File: src/rtl/cr_clk_lpmd_ctrl_if.sv
// Low-power-mode handshake bundle between core, pad and the clock sequencer.
// master: core/pad side; slave: cr_clk_lpmd_ctrl.
interface cr_clk_lpmd_ctrl_if;
  logic       pad_yy_test_mode;
  logic       cp0_clk_lpmd_req;
  logic [1:0] cp0_clk_lpmd_mode;
  logic       core_clk_idle;
  logic       pad_clk_wakeup;
  logic       had_clk_dbg_req;
  logic       clk_core_gate_en;
  logic       clk_cp0_lpmd_ack;
  logic [1:0] clk_pad_lpmd_b;
  logic       clk_cp0_wakeup_done;

  modport master (
    output pad_yy_test_mode,
    output cp0_clk_lpmd_req,
    output cp0_clk_lpmd_mode,
    output core_clk_idle,
    output pad_clk_wakeup,
    output had_clk_dbg_req,
    input  clk_core_gate_en,
    input  clk_cp0_lpmd_ack,
    input  clk_pad_lpmd_b,
    input  clk_cp0_wakeup_done
  );

  modport slave (
    input  pad_yy_test_mode,
    input  cp0_clk_lpmd_req,
    input  cp0_clk_lpmd_mode,
    input  core_clk_idle,
    input  pad_clk_wakeup,
    input  had_clk_dbg_req,
    output clk_core_gate_en,
    output clk_cp0_lpmd_ack,
    output clk_pad_lpmd_b,
    output clk_cp0_wakeup_done
  );
endinterface

File: src/rtl/cr_clk_lpmd_ctrl.sv
// Core clock low-power sequencer: drain, settle, gate, wake, ack.
// Ports: forever_cpuclk, cpurst_b (async low), bus (lpmd handshake, slave).
// Option: CLK_LPMD_DBG_WAKE_EN makes had_clk_dbg_req a wakeup source.
module cr_clk_lpmd_ctrl #(
  parameter int GATE_DLY = 4,
  parameter int WAKE_DLY = 8,
  parameter int CNT_W    = 4
) (
  input logic               forever_cpuclk,
  input logic               cpurst_b,
  cr_clk_lpmd_ctrl_if.slave bus
);

  typedef enum logic [2:0] {
    S_IDLE,
    S_DRAIN,
    S_SETTLE,
    S_SLEEP,
    S_WAKE
  } state_t;

  localparam logic [CNT_W-1:0] GATE_LAST = CNT_W'(GATE_DLY - 1);
  localparam logic [CNT_W-1:0] WAKE_LAST = CNT_W'(WAKE_DLY - 1);

  state_t           state;
  logic [CNT_W-1:0] cnt;
  logic [CNT_W-1:0] cnt_inc;
  logic             gate_q;
  logic             ack_q;
  logic             done_q;
  logic [1:0]       lpmd_q;
  logic             req_seen;
  logic             wake;
  logic             new_req;

`ifdef CLK_LPMD_DBG_WAKE_EN
  assign wake = bus.pad_clk_wakeup | bus.had_clk_dbg_req;
`else
  logic unused_dbg;
  assign unused_dbg = bus.had_clk_dbg_req;
  assign wake = bus.pad_clk_wakeup;
`endif

  // A held request only counts again after req has been seen low.
  assign new_req = bus.cp0_clk_lpmd_req & ~req_seen;
  assign cnt_inc = (cnt == '1) ? cnt : cnt + 1'b1;

  always_ff @(posedge forever_cpuclk or negedge cpurst_b) begin
    if (!cpurst_b) begin
      state    <= S_IDLE;
      cnt      <= '0;
      gate_q   <= 1'b1;
      ack_q    <= 1'b0;
      done_q   <= 1'b0;
      lpmd_q   <= 2'b11;
      req_seen <= 1'b0;
    end else begin
      ack_q    <= 1'b0;
      done_q   <= 1'b0;
      req_seen <= bus.cp0_clk_lpmd_req & req_seen;
      if (bus.pad_yy_test_mode) begin
        state  <= S_IDLE;
        cnt    <= '0;
        gate_q <= 1'b1;
        lpmd_q <= 2'b11;
      end else begin
        unique case (state)
          S_IDLE: begin
            // Pending wakeup suppresses entry entirely.
            if (!wake && new_req) begin
              req_seen <= 1'b1;
              if (bus.cp0_clk_lpmd_mode == 2'b11) begin
                ack_q <= 1'b1;
              end else begin
                lpmd_q <= bus.cp0_clk_lpmd_mode;
                state  <= S_DRAIN;
              end
            end
          end
          S_DRAIN: begin
            if (wake) begin
              lpmd_q <= 2'b11;
              ack_q  <= 1'b1;
              state  <= S_IDLE;
            end else if (bus.core_clk_idle) begin
              cnt   <= '0;
              state <= S_SETTLE;
            end
          end
          S_SETTLE: begin
            if (wake) begin
              cnt   <= '0;
              state <= S_WAKE;
            end else if (cnt == GATE_LAST) begin
              gate_q <= 1'b0;
              state  <= S_SLEEP;
            end else begin
              cnt <= cnt_inc;
            end
          end
          S_SLEEP: begin
            if (wake) begin
              gate_q <= 1'b1;
              cnt    <= '0;
              state  <= S_WAKE;
            end
          end
          S_WAKE: begin
            // Runs to completion even if wakeup drops.
            if (cnt == WAKE_LAST) begin
              done_q <= 1'b1;
              ack_q  <= 1'b1;
              lpmd_q <= 2'b11;
              cnt    <= '0;
              state  <= S_IDLE;
            end else begin
              cnt <= cnt_inc;
            end
          end
          default: begin
            state <= S_IDLE;
          end
        endcase
      end
    end
  end

  assign bus.clk_core_gate_en    = gate_q | bus.pad_yy_test_mode;
  assign bus.clk_cp0_lpmd_ack    = ack_q;
  assign bus.clk_pad_lpmd_b      = lpmd_q;
  assign bus.clk_cp0_wakeup_done = done_q;

endmodule

File: src/flat_wrapper.sv
// flat-port wrapper written by rule: the top's interface ports become plain ports
module cr_clk_lpmd_ctrl_flat 
#(
  parameter int GATE_DLY = 4,
  parameter int WAKE_DLY = 8,
  parameter int CNT_W    = 4
)
  (forever_cpuclk, cpurst_b, bus_pad_yy_test_mode, bus_cp0_clk_lpmd_req, bus_cp0_clk_lpmd_mode, bus_core_clk_idle, bus_pad_clk_wakeup, bus_had_clk_dbg_req, bus_clk_core_gate_en, bus_clk_cp0_lpmd_ack, bus_clk_pad_lpmd_b, bus_clk_cp0_wakeup_done);
  cr_clk_lpmd_ctrl_if bus_i ();
  input logic forever_cpuclk;
  input logic cpurst_b;
  input wire logic [$bits(bus_i.pad_yy_test_mode)-1:0] bus_pad_yy_test_mode;
  input wire logic [$bits(bus_i.cp0_clk_lpmd_req)-1:0] bus_cp0_clk_lpmd_req;
  input wire logic [$bits(bus_i.cp0_clk_lpmd_mode)-1:0] bus_cp0_clk_lpmd_mode;
  input wire logic [$bits(bus_i.core_clk_idle)-1:0] bus_core_clk_idle;
  input wire logic [$bits(bus_i.pad_clk_wakeup)-1:0] bus_pad_clk_wakeup;
  input wire logic [$bits(bus_i.had_clk_dbg_req)-1:0] bus_had_clk_dbg_req;
  output wire logic [$bits(bus_i.clk_core_gate_en)-1:0] bus_clk_core_gate_en;
  output wire logic [$bits(bus_i.clk_cp0_lpmd_ack)-1:0] bus_clk_cp0_lpmd_ack;
  output wire logic [$bits(bus_i.clk_pad_lpmd_b)-1:0] bus_clk_pad_lpmd_b;
  output wire logic [$bits(bus_i.clk_cp0_wakeup_done)-1:0] bus_clk_cp0_wakeup_done;
  assign bus_i.pad_yy_test_mode = bus_pad_yy_test_mode;
  assign bus_i.cp0_clk_lpmd_req = bus_cp0_clk_lpmd_req;
  assign bus_i.cp0_clk_lpmd_mode = bus_cp0_clk_lpmd_mode;
  assign bus_i.core_clk_idle = bus_core_clk_idle;
  assign bus_i.pad_clk_wakeup = bus_pad_clk_wakeup;
  assign bus_i.had_clk_dbg_req = bus_had_clk_dbg_req;
  assign bus_clk_core_gate_en = bus_i.clk_core_gate_en;
  assign bus_clk_cp0_lpmd_ack = bus_i.clk_cp0_lpmd_ack;
  assign bus_clk_pad_lpmd_b = bus_i.clk_pad_lpmd_b;
  assign bus_clk_cp0_wakeup_done = bus_i.clk_cp0_wakeup_done;
  cr_clk_lpmd_ctrl #(.GATE_DLY(GATE_DLY), .WAKE_DLY(WAKE_DLY), .CNT_W(CNT_W)) u_core (.forever_cpuclk(forever_cpuclk), .cpurst_b(cpurst_b), .bus(bus_i));
endmodule
File: config.mk
export PLATFORM = sky130hd
export DESIGN_NAME = cr_clk_lpmd_ctrl_flat
export DESIGN_NICKNAME = d
export VERILOG_FILES = /design/src/rtl/cr_clk_lpmd_ctrl_if.sv /design/src/rtl/cr_clk_lpmd_ctrl.sv /design/src/flat_wrapper.sv
export SDC_FILE = /design/constraint.sdc
export NUM_CORES = 1
export LEC_CHECK = 0
export CAP_MARGIN = 10
export CORE_ASPECT_RATIO = 1.25
export CORE_MARGIN = 4
export CORE_UTILIZATION = 25
export CTS_CLUSTER_DIAMETER = 30
export DETAILED_ROUTE_END_ITERATION = 7
export DONT_BUFFER_PORTS = 1
export GPL_ROUTABILITY_DRIVEN = 0
export SLEW_MARGIN = 30
export SYNTH_ARGS = -nofsm -noshare
export SYNTH_HDL_FRONTEND = slang
export SYNTH_SLANG_ARGS = --single-unit
File: constraint.sdc
create_clock -name forever_cpuclk -period 1.5 [get_ports forever_cpuclk]
set_input_delay 0.375 -clock forever_cpuclk [delete_from_list [all_inputs] [get_ports forever_cpuclk]]
set_output_delay 0.375 -clock forever_cpuclk [all_outputs]
set_load 0.05 [all_outputs]
== Word level (Yosys, flattened, before mapping) ==
Index checks and enable logic that the tools add are counted.

* Input bits: 9
* Logic and storage cells: 83
* Output and inout bits: 5
* Bits in registers: 13

* Bitwise logic cells: 4
* Muxes and demuxes: 41
* Reductions and logical operators: 10
* Eq/ne operators: 20
* Add/sub/neg operators: 1

{| class="wikitable"
|+ Operators with widths
! kind !! count
|-
| $mux 4 || 8
|-
| $mux 3 || 9
|-
| $ne 3x3->1 const B || 6
|-
| $pmux 4 s4 || 1
|-
| $pmux 3 s5 || 1
|-
| $mux 1 || 14
|-
| $mux 2 || 5
|-
| $reduce_and 5->1 || 2
|-
| $ne 3x2->1 const B || 3
|-
| $ne 4x4->1 const B || 2
|-
| $eq 3x2->1 const B || 2
|-
| $pmux 2 s3 || 1
|-
| $reduce_and 6->1 || 1
|-
| $reduce_bool 5->1 || 1
|-
| $add 4x1->4 const B || 1
|-
| $eq 4x2->1 const B || 1
|-
| $eq 4x3->1 const B || 1
|-
| $eq 4x4->1 const B || 1
|-
| $ne 4x3->1 const B || 1
|-
| $reduce_and 4->1 || 1
|-
| $reduce_bool 4->1 || 1
|-
| $eq 3x1->1 const B || 1
|-
| $eq 3x3->1 const B || 1
|-
| $logic_not 3->1 || 1
|-
| other kinds (9) || 10
|}

== Logic depth before layout (Yosys ltp) ==
Gate-level depths: netlist of the first run.

* Depth in word-level cells: 6
* Depth in mapped cells: 5
* Gate-level depth less buffers: 5

== Worst setup path after synthesis of the first run ==
No wires, ideal clock.

* Path kind: in2reg
* From: in bus_pad_clk_wakeup
* To: reg u_core.cnt[1]
* Buffers on the path: 1
* Cell stages on the path: 5
* Library setup time: 122 ps
* Setup slack: -71 ps
* Required time: 1378 ps
* Arrival: 1449 ps
* Cell sequence: buf_6 > nand2b_4 > a2111o_1 > and3_1 > a32o_1

* Word-level cells in the longest chain between the ends: 3
* Elaborated cells on any way between the ends: 7

{| class="wikitable"
|+ Ends and longest elaborated chain
! item !! RTL line !! text
|-
| start: declaration || flat_wrapper.sv:16 || <nowiki>input wire logic [$bits(bus_i.pad_clk_wakeup)-1:0] bus_pad_clk_wakeup;</nowiki>
|-
| $mux 4 || cr_clk_lpmd_ctrl.sv:91 || <nowiki>if (wake) begin</nowiki>
|-
| $pmux 4 s4 || cr_clk_lpmd_ctrl.sv:67 || <nowiki>unique case (state)</nowiki>
|-
| $mux 4 || cr_clk_lpmd_ctrl.sv:61 || <nowiki>if (bus.pad_yy_test_mode) begin</nowiki>
|-
| end signal: assignment || cr_clk_lpmd_ctrl.sv:98 || <nowiki>cnt <= cnt_inc;</nowiki>
|-
| end signal: assignment || cr_clk_lpmd_ctrl.sv:117 || <nowiki>cnt <= cnt_inc;</nowiki>
|-
| end: declaration || cr_clk_lpmd_ctrl.sv:26 || <nowiki>logic [CNT_W-1:0] cnt;</nowiki>
|}

Parallel ways exist; a longest one is shown, timed or not.
A chain may end at the register's enable or synchronous reset.

== Final worst setup path of the first run ==
* From: reg u_core.state[0]
* To: reg u_core.cnt[1]

* Word-level cells in the longest chain between the ends: 3
* Elaborated cells on any way between the ends: 12

{| class="wikitable"
|+ Ends and longest elaborated chain
! item !! RTL line !! text
|-
| start: declaration || cr_clk_lpmd_ctrl.sv:25 || <nowiki>state_t state;</nowiki>
|-
| start signal: assignment || cr_clk_lpmd_ctrl.sv:50 || <nowiki>state <= S_IDLE;</nowiki>
|-
| start signal: assignment || cr_clk_lpmd_ctrl.sv:62 || <nowiki>state <= S_IDLE;</nowiki>
|-
| start signal: assignment || cr_clk_lpmd_ctrl.sv:76 || <nowiki>state <= S_DRAIN;</nowiki>
|-
| $eq 3x2->1 (tied with other cells) || cr_clk_lpmd_ctrl.sv:67 ||
|-
| $ne 4x4->1 (no source line) (tied with other cells) || -- ||
|-
| $reduce_and 5->1 (no source line) / $mux 4 (equally long branches) || -- ||
|}

Parallel ways exist; a longest one is shown, timed or not.

==> out/metrics.yaml, run 1 <==
synth_warnings: 0
postRouteAntennaNets: 0
io_pins: 14
syn_area_um2: 817
cts_buffers: 3
drv_slew: 0
synth_edf_count: 0
worstMarginPinSlew_ps: 622
drt-initial-drc-count: 26
area_growth_pct: 38.0
hold_viol_final: 0
p_leak_uw: 0.000473
coreArea_um2: 3030
maxSlewHeadroom: 0.584
cts_tree: "built"
grt_pass1_vias: 846
r2r-end: "u_core.cnt[1]$_DFFE_PN0P_"
async_flop_share: 1.00
cts_max_level: 1
diodes: 0
muxShareOfSynthArea: 0.0245
cap_violations: 0
setup_slack_ps: -41.0
hold_depth: 1
root_buffer: "clkbuf_4"
dieHeight_um: 71.9
fin_crit_ps: 1540
finClkSkew_ps: 4.17
rsz0062_at_grt: "true"
grt_usage: 0.116
path_max_fanout: 8
ff2ff_path_depth: 4
whs_endpoint: "u_core.state[2]$_DFFE_PN0P_"
gr-total-overflow: 0
synth_compound_area_frac: 0.221
synth_flop_cell: "dfrtp_1"
cellPowerDensity_nw_per_um2: 666
rrSetupSlack_ps: -40
initial_core_util: 0.270
synth-xor-area-share: 0.0107
peakVddDrop_mv: 0.506
wl_mm: 2.20
synthSimpleGateAreaFrac: 0.276
hp-start: "bus_pad_yy_test_mode"
holdCritPathClass: "in2reg"
timing.rr.start: "u_core.state[0]$_DFFE_PN0P_"
cts.sink_count: 13
vias: 772
synth_cell_types: 37
synth_top_family_by_area: "simple AND/OR/NAND/NOR gates"
violations: "setup timing"
period_share: 1.03
end_kind: "flip-flop"
crit_required_ps: 1670
crit_arrival_ps: 1710
status: "complete, but fails checks"
design.die.area_um2: 4250
drc: 0
clock_latency_ps: 280
ys_seq_area_frac: 0.403
setup_tns_ps: -94.0
synth_fp_nets: 97
grt_antenna_before_repair: 0
first_pass_iters: 2
grt_max_degree: 14
synth.avg_cell_area_um2: 9.39
avgRoutedWirePerCell_um: 15.2
postSynthCellCount: 87
max_clock_freq_mhz: 649
final_common_cell: "buf_4"
mostFrequentLayoutCells: "20 x buf_4, 7 x a21oi_1, 7 x nor2_1, 7 x dfrtp_1, 6 x nand2_1"
dp_hpwl_mm: 1.59
post-route-util: 0.372
cp_cell_sequence: "nor4bb_1 > a2111o_1 > and3_1 > a32o_1"
synth_fa_ha_area_frac: 0.0153
port_buffers: 0
clkTransAtPathRegs_ps: 80
drive_above_1_share: 0.422
grt_pass1_wl_mm: 3.78
cts_buffer_depth: 2
ys_ff_latch: 13
max_stage_delay_ps: 490
finalSetupViolCount: 3
rows: 22
nets: 120
avgViaCountPerCell: 5.32
start_kind: "flip-flop"
place_worst_setup_slack_ps: -151
slowest_stage: "dfrtp_2"
die_w_um: 59.1
worstSetupPathType: "reg2reg"
-- flip-flops by register name, summed over array words and instances, names as in the netlist --
name and cells:
u_core.bus.clk_cp0_lpmd_ack 1, u_core.bus.clk_cp0_wakeup_done 1, u_core.bus.clk_pad_lpmd_b 2, u_core.cnt 4, u_core.gate_q 1, u_core.req_seen 1
u_core.state 3
-- worst max path at each step --
stage	cells after the start	end	from
2_1_floorplan	5	u_core.cnt[0]$_DFFE_PN0P_	bus_pad_clk_wakeup
3_3_place_gp	5	u_core.cnt[0]$_DFFE_PN0P_	u_core.cnt[0]$_DFFE_PN0P_
3_5_place_dp	5	u_core.state[0]$_DFFE_PN0P_	u_core.cnt[0]$_DFFE_PN0P_
4_1_cts	4	u_core.cnt[1]$_DFFE_PN0P_	u_core.state[0]$_DFFE_PN0P_
5_1_grt	5	u_core.cnt[1]$_DFFE_PN0P_	u_core.cnt[0]$_DFFE_PN0P_
6_report	4	u_core.cnt[1]$_DFFE_PN0P_	u_core.state[0]$_DFFE_PN0P_
-- synthesized netlist by cell type, types with 2 or more instances --
master | instances | share of area
nand2b_1 | 2 | 0.015
nand3_1 | 3 | 0.018
nor4_1 | 3 | 0.023
nor2_1 | 7 | 0.032
dfrtp_1 | 10 | 0.31
nand2_1 | 7 | 0.032
dfstp_2 | 3 | 0.096
nand3b_1 | 2 | 0.018
nor3b_1 | 2 | 0.018
mux2i_1 | 2 | 0.025
o21a_1 | 2 | 0.018
a21oi_1 | 8 | 0.049
a32oi_1 | 2 | 0.021
a32o_1 | 3 | 0.037
o21ai_1 | 2 | 0.012
a31oi_1 | 3 | 0.023
nor4b_2 | 2 | 0.037
inv_1 | 3 | 0.014
buf_2 | 3 | 0.018
-- routing by layer --
metal / share of wire / global-route usage / up-vias / wire length [um]
li1: - / - / 373 / -
met1: 0.40 / 0.125 / 374 / 888
met2: 0.52 / 0.195 / 17 / 1140
met3: 0.054 / 0.0445 / 8 / 119
met4: 0.026 / 0.0605 / 0 / 57
met5: 0 / 0 / - / 0
-- worst max-delay path: cells and delay by family, from the launching register on --
kind            cells  cell delay (ps)
compound gates      2              600
simple gates        2              340
flops               1              490
-- area by class of cell --
cell class,instances,area (um2)
repair buffers,23,183
multi-input cells,66,529
well taps,36,45.0
inverters,3,11.3
fillers,307,1900
flip-flops and latches,13,333
clock buffers,4,26.3
-- what timing repair did --
item,4_1_cts,5_1_grt
buffers inserted,4,1
setup endpoints to repair,7,8
hold buffers,1,0
gates resized for setup,10,12
pin swaps,5,4
hold endpoints to repair,13,0
-- power breakdown --
group | switching [uW] | internal (uW)
clock network | 117 | 103
logic | 56.9 | 69.2
registers | 37.5 | 367
-- through the flow --
step	instances	power [uW]	hold WS (ps)	cell area, um2
3_3_place_gp	135	496	79.9	960
5_1_grt	145	792	129	1130
3_5_place_dp	135	501	79.8	960
4_1_cts	144	745	134	1070
6_report	145	751	143	1130
2_1_floorplan	87	477	79.4	818
-- cell families after synthesis --
kind of cell / after synthesis
flops: 13
buf+inv: 8
compound gates: 26
fa+ha+maj: 1
xor+xnor: 1
simple gates: 36
mux: 2
No activity file was read; power rests on OpenSTA's default activity.
==> run 2, diff against run 1 <==
--- a/config.mk
+++ b/config.mk
@@ -13,6 +13,7 @@
 export DETAILED_ROUTE_END_ITERATION = 7
 export DONT_BUFFER_PORTS = 1
 export GPL_ROUTABILITY_DRIVEN = 0
+export SETUP_SLACK_MARGIN = 0.5
 export SLEW_MARGIN = 30
 export SYNTH_ARGS = -nofsm -noshare
 export SYNTH_HDL_FRONTEND = slang
==> out/metrics.yaml, run 2 (same netlist as run 1, synthesis figures left out) <==
first_pass_iters: 4
dieHeight_um: 71.9
status: "complete, but fails checks"
finalPower_uw: 791
start_kind: "flip-flop"
drc: 0
end_kind: "flip-flop"
cts.sink_count: 13
seqPwrFrac: 0.508
vias: 792
largest-register: "u_core.cnt"
dp_hpwl_mm: 1.56
design.die.area_um2: 4250
drive_above_1_share: 0.578
avgRoutedWirePerCell_um: 16.0
finalSetupViolCount: 3
crit_arrival_ps: 1720
io_pins: 14
nets: 127
area_growth_pct: 63.7
cts_buffers: 3
port_buffers: 0
hold_ws_ps: 120
hold_viol_final: 0
cts_max_level: 1
wl_mm: 2.43
fin_crit_ps: 1530
worstMarginPinSlew_ps: 657
holdCritPathClass: "in2reg"
setup_slack_ps: -31.5
switchingPower_uw: 245
drv_slew: 0
diodes: 0
grt_pass1_vias: 901
crit_required_ps: 1690
rows: 22
cts_tree: "built"
mostFrequentLayoutCells: "21 x buf_4, 7 x nor2_1, 7 x buf_6"
initial_core_util: 0.270
drt-initial-drc-count: 25
gr-total-overflow: 0
violations: "setup timing"
clock_latency_ps: 290
fillCellCount: 289
avgViaCountPerCell: 5.21
postRouteAntennaNets: 0
period_share: 1.02
root_buffer: "clkbuf_4"
max_clock_freq_mhz: 653
path_max_fanout: 5
swShare: 0.310
maxSlewHeadroom: 0.562
combPwrFrac: 0.186
die_w_um: 59.1
rsz0062_at_grt: "true"
cap_violations: 0
grt_antenna_before_repair: 0
grt_max_degree: 14
grt_usage: 0.125
p_leak_uw: 0.000531
finClkSkew_ps: 3.45
largest_reg_flops: 4
clkTransAtPathRegs_ps: 90
peakVddDrop_mv: 0.407
final_common_cell: "buf_4"
cellPowerDensity_nw_per_um2: 591
grt_pass1_wl_mm: 4.10
p_clk_frac: 0.306
internal-power_uw: 546
worstSetupPathType: "reg2reg"
coreArea_um2: 3030
cts_buffer_depth: 2
-- run 2: cell types whose count changed in the layout (fill, tap and decap cells not counted), moves of 2 or more --
cell     before  now
a21oi_2       1    3
a21oi_1       7    4
nor4_1        3    0
buf_6         2    7
nor4_4        0    3
-- run 2: worst paths after layout --
kind                                             start                                  endpoint  slack (ps)  depth (start not counted)
max                        u_core.state[1]$_DFFE_PN0P_                 u_core.cnt[0]$_DFFE_PN0P_         -30                          5
min                               bus_pad_yy_test_mode  u_core.bus.clk_cp0_wakeup_done$_DFF_PN0_         120                          1
max reg2reg                u_core.state[1]$_DFFE_PN0P_                 u_core.cnt[0]$_DFFE_PN0P_         -30                          5
min reg2reg                  u_core.req_seen$_DFF_PN0_                 u_core.req_seen$_DFF_PN0_         570                          1
max in group asynchronous                     cpurst_b     u_core.bus.clk_cp0_lpmd_ack$_DFF_PN0_         870                          1
min in group asynchronous                     cpurst_b                 u_core.cnt[1]$_DFFE_PN0P_         160                          1
-- run 2: layout make-up --
class                      instances  area [um2]  area share
multi-input combinational         66         644       0.482
sequential                        13         334       0.250
timing repair buffer              30         269       0.201
tap                               36        45.0      0.0337
clock buffer                       4        26.3      0.0196
inverter                           3        18.8      0.0140
-- run 2: layer usage --
metal	GRT usage	wire, um	vias to the layer above
li1	-	-	388
met3	0.0267	87	2
met4	0.0529	31	0
met5	0	0	-
met1	0.123	923	394
met2	0.242	1390	8
-- run 2: power groups by stage --
stage / Combinational [uW] / Clock (uW) / Sequential, uW
after floorplan: 84.7 / 0 / 403
after global placement: 98.4 / 0 / 406
after detailed placement: 102 / 0 / 407
after CTS: 135 / 248 / 401
after global routing: 159 / 257 / 404
final: 147 / 242 / 402
-- run 2: timing repair --
action                     in CTS  in global routing
hold buffers                    1                  0
setup buffers                   6                  3
hold endpoints to repair       13                  0
pin swaps                      16                  9
gates cloned                    0                  0
resized for setup              30                 13
setup endpoints to repair      18                 28
-- run 2: per-stage QoR --
stage	utilization	cell area, um2	TNS, ps	std cells	worst slack, ps
after global routing	0.442	1340	-318	152	-92.3
after floorplan	-	862	-9.29	87	-9.29
after CTS	0.410	1240	-36.6	149	-19.9
after global placement	0.336	1020	-377	138	-120
after detailed placement	0.336	1020	-637	138	-173
final	0.442	1340	-75.9	152	-31.5
-- run 2: critical path, cell delays in order (launching register included) --
cell and delay (ps):
dfrtp_2 460, buf_12 140, nor3b_2 160, a32oi_2 250
o211ai_1 190, a32o_1 230
